==> config.mk <==
export PLATFORM = sky130hd
export DESIGN_NAME = clk_gate_ctrl
export DESIGN_NICKNAME = d
export VERILOG_FILES = /design/src/rtl/clk_gate_ctrl_pkg.sv /design/src/rtl/clk_gate_ctrl.sv
export SDC_FILE = /design/constraint.sdc
export NUM_CORES = 1
export LEC_CHECK = 0
export ABC_AREA = 0
export ABC_CLOCK_PERIOD_IN_PS = 1500
export CAP_MARGIN = 25
export CORE_AREA = 2 2 39 41
export CTS_CLUSTER_SIZE = 10
export DETAILED_ROUTE_END_ITERATION = 10
export DIE_AREA = 0 0 41 43
export PLACE_DENSITY = 0.62
export SYNTH_ARGS = -nofsm -noshare
export SYNTH_HDL_FRONTEND = slang
export SYNTH_SLANG_ARGS = --single-unit
==> constraint.sdc <==
create_clock -name CLK -period 1.5 [get_ports CLK]
set_input_delay 0.45 -clock CLK [delete_from_list [all_inputs] [get_ports CLK]]
set_output_delay 0.45 -clock CLK [all_outputs]
set_load 0.005 [all_outputs]
==> src/rtl/clk_gate_ctrl_pkg.sv <==
// Shared types and defaults for the gated-clock domain controller.
package clk_gate_ctrl_pkg;

    typedef enum logic [1:0] {
        S_OFF  = 2'b00,
        S_WAKE = 2'b01,
        S_ON   = 2'b10,
        S_HOLD = 2'b11
    } gate_state_t;

    localparam int DEFAULT_WAKE_CYCLES = 2;
    localparam int DEFAULT_HOLD_CYCLES = 4;

endpackage

==> src/rtl/clk_gate_ctrl.sv <==
// Drives the enable of the latch-based clock gate: wake-up delay before grant,
// idle hysteresis before shutting the gated domain off again.
module clk_gate_ctrl
    import clk_gate_ctrl_pkg::*;
#(
    parameter int NUM_REQ     = 2,
    parameter int WAKE_CYCLES = DEFAULT_WAKE_CYCLES,
    parameter int HOLD_CYCLES = DEFAULT_HOLD_CYCLES,
    parameter int CNT_WIDTH   = 4
) (
    input  logic               CLK,
    input  logic               RST,
    input  logic [NUM_REQ-1:0] REQ,
    input  logic               FORCE_ON,
    output logic               CLK_EN,
    output logic [NUM_REQ-1:0] GNT,
    output logic               GATE_ON
);

    localparam logic [CNT_WIDTH-1:0] WAKE_LAST = CNT_WIDTH'(WAKE_CYCLES - 1);
    // HOLD_CYCLES==0 never reaches HOLD, so the terminal value is unused there
    localparam logic [CNT_WIDTH-1:0] HOLD_LAST =
        CNT_WIDTH'((HOLD_CYCLES == 0) ? 0 : HOLD_CYCLES - 1);

    gate_state_t          state_q, state_d;
    logic [CNT_WIDTH-1:0] cnt_q, cnt_d;
    logic                 any_req;

    assign any_req = (|REQ) | FORCE_ON;

    always_ff @(posedge CLK or negedge RST) begin
        if (!RST) begin
            state_q <= S_OFF;
            cnt_q   <= '0;
            CLK_EN  <= 1'b0;
        end else begin
            state_q <= state_d;
            cnt_q   <= cnt_d;
            CLK_EN  <= (state_d != S_OFF);
        end
    end

    always_comb begin
        state_d = state_q;
        cnt_d   = cnt_q;
        unique case (state_q)
            S_OFF: begin
                if (any_req) begin
                    state_d = S_WAKE;
                    cnt_d   = '0;
                end
            end
            // wake runs to completion even if every request drops meanwhile
            S_WAKE: begin
                if (cnt_q == WAKE_LAST) begin
                    state_d = S_ON;
                    cnt_d   = '0;
                end else begin
                    cnt_d = cnt_q + CNT_WIDTH'(1);
                end
            end
            S_ON: begin
                if (!any_req) begin
                    state_d = (HOLD_CYCLES == 0) ? S_OFF : S_HOLD;
                    cnt_d   = '0;
                end
            end
            S_HOLD: begin
                if (any_req) begin
                    state_d = S_ON;
                    cnt_d   = '0;
                end else if (cnt_q == HOLD_LAST) begin
                    state_d = S_OFF;
                    cnt_d   = '0;
                end else begin
                    cnt_d = cnt_q + CNT_WIDTH'(1);
                end
            end
            default: begin
                state_d = S_OFF;
                cnt_d   = '0;
            end
        endcase
    end

    assign GATE_ON = (state_q == S_ON);
    assign GNT     = REQ & {NUM_REQ{GATE_ON}};

endmodule

==> impl_metrics.yaml, run 1 <==
setup_path:
  cpLargestDelayFamily: "flip-flops"
  critPathMaxFanout: 4
  start_kind: "register"
  cp.required_ps: 1050
  slowest_delay_ps: 370
  cp-end-kind: "output port"
  worst-path-buf-inv: 1
  arrival_ps: 1060
  crit_type: "register to output port"
  path_cells: "nor2b_2 -> and2_1 -> buf_2"
  cpMaxStageDelayCell: "dfrtp_1"
global_routing:
  overflow: 0
  gr-usage-all-layers_pct: 15.7
  antenna_found_initial: 0
  grt_pass1_wl_um: 1900
  grt_pass1_vias: 419
  grt_max_degree: 11
timing:
  finalHoldViolCount: 0
  maxSlewHeadroom_pct: 77.4
  min_period_ps: 1510
  max_freq_mhz: 663
  worst_pin_slew_ps: 337
  setup_viol: 2
  fin_ws_ps: -7.83
  grt_setup_unrepaired: "true"
  finalMaxSlewViolations: 0
  clock_skew_ps: 2.81
  hold_slack_ps: 464
  fin_crit_sh_pct: 101
die:
  core_um2: 1380
  die_area_um2: 1760
  dieHeight_um: 43
  initial_core_util_pct: 36.1
  rows: 14
  die_w_um: 41
  ioPinCount: 9
pwr:
  p_leak_nw: 0.324
  swShare_pct: 25.3
  p_sw_uw: 113
  combPwrFrac_pct: 17.2
  clockPowerShare_pct: 39.2
  power.internal_uw: 334
  p_per_area_nw_per_um2: 623
  pwr-share-seq_pct: 43.7
  ir_worst_vdd_v: 0.000421
final_layout:
  fin_nets: 77
  drive_gt1_share_pct: 42.0
  fin_area_um2: 718
  area_delta_synth_final_pct: 43.9
  antennaDiodeCount: 0
cts:
  clkTransAtPathRegs_ps: 60
  cts_root_buffer: "clkbuf_4"
  insertion_delay_ps: 250
  cts_htree_levels: 1
  cts_made_buffers: 3
  cts_sinks: 7
  cts.path.max_buffers: 2
  cts_tree: "built"
yosys:
  seq_area_frac_synth_pct: 35.1
  synth.most_common_cell: "dfrtp_1"
  yosys.area.top_type: "dfrtp_1"
  synth.area.top_cells: "dfrtp_1, o32ai_1, xnor2_1, ha_1, nor4b_4"
  syn_avg_cell_area_um2: 10.6
  yosys_warnings: 0
  synthArstFlopShare_pct: 100
  synth_top_area_share_pct: 35.1
  syn-cell-area_um2: 499
  ys_seq_elements: 7
  synth_commonest_cells: "dfrtp_1, inv_1"
  syn_inst: 47
  ys_types: 26
  synth_flop_cell: "dfrtp_1"
  synth_nets: 54
  synth_edf_count: 0
detailed_routing:
  wl_um: 1080
  wl_per_cell_um: 12.7
  drtPass1Iterations: 4
  ant_nets: 0
  drc: 0
  vias: 435
  via_per_inst: 5.12
  drt_iter0_drc: 10
run_status:
  outcome: "finished, violations left"
  violations: "setup timing"
placed_design:
  portBuffers: 8
  place_area_um2: 667
  dp_hpwl_um: 752
  place.gp.congestion: 0.847
worst_hold_path:
  hold_path_class: "input pin to async pin"
job:
  max-cap-violations: 0
==> power groups by stage <==
stage | registers (mW) | logic, mW | clock network, mW
6_report | 0.195 | 0.0768 | 0.175
5_1_grt | 0.196 | 0.0842 | 0.186
4_1_cts | 0.195 | 0.0714 | 0.179
3_5_place_dp | 0.198 | 0.0766 | 0
3_3_place_gp | 0.198 | 0.0766 | 0
2_1_floorplan | 0.199 | 0.0297 | 0
==> timing repair <==
action | 4_1_cts | 5_1_grt
hold buffers | 0 | 0
setup endpoints to repair | 8 | 7
pin swaps | 4 | 3
gates resized for setup | 14 | 7
buffers inserted | 0 | 1
==> layer usage <==
metal	part of all wire, %	up-vias	GRT usage (%)
met5	0	-	0
met1	49	207	25.1
met4	0	0	8.00
met2	44	12	20.0
met3	6.5	0	1.57
li1	-	216	-
==> area by class of cell <==
| class | count | area, µm² |
|---|---|---|
| flip-flops and latches | 7 | 176 |
| well taps | 16 | 20.0 |
| fillers | 117 | 666 |
| repair buffers | 19 | 146 |
| clock buffers | 4 | 26.3 |
| multi-input cells | 35 | 334 |
| inverters | 4 | 15.0 |
==> logic make-up after synthesis <==
logic type	after synthesis	synth area share, %
and+or+nand+nor	18	28.6
AOI/OAI and AO/OA	10	17.3
DFF	7	35.1
buffers and inverters	5	4.51
xor gates and xnor gates	3	5.26
muxes	2	4.26
adders and majority gates	2	5.01
==> stage by stage <==
stage	setup slack, ps	instances	setup TNS [ps]	power, mW	util, %
global placement	-506	80	-2540	0.275	48.2
CTS	5.28	84	0	0.446	49.3
detailed placement	-497	80	-2550	0.275	48.2
finish	-7.83	85	-9.40	0.447	51.9
floorplan	158	47	0	0.228	-
global route	-52.4	85	-94.9	0.466	51.9
==> cell usage in the layout (no fill, tap or decap), types with 2 or more instances in the layout <==
cell,n
buf_4,11
o32ai_2,2
clkbuf_4,3
buf_2,2
dfrtp_1,6
nand2_1,3
ha_1,2
nand3_1,2
and2_1,2
xnor2_1,3
nor2b_1,2
dlygate4sd2_1,3
a21oi_1,2
inv_1,4
==> state kept, by name, summed over array words and instances, names as in the netlist <==
name     count
CLK_EN       1
state_q      2
cnt_q        4
==> worst paths after layout <==
kind                                  from       end  slack, ps  cells after the start
worst max-delay path            state_q[1]    GNT[0]         -8                      3
max in group asynchronous              RST  cnt_q[0]        760                      1
worst min register to register    cnt_q[1]  cnt_q[1]        590                      2
worst min-delay path                   RST  cnt_q[3]        460                      1
worst max register to register    cnt_q[0]  cnt_q[1]         90                      5
min in group CLK                  cnt_q[1]  cnt_q[1]        590                      2
Note: power is estimated with default switching activity, not from simulation.
==> run 2, diff against run 1 <==
- HOLD_SLACK_MARGIN: default -> 0.02
==> results of run 2 <==
Same layout as run 1: the final DEF is identical, and so are final timing and power.
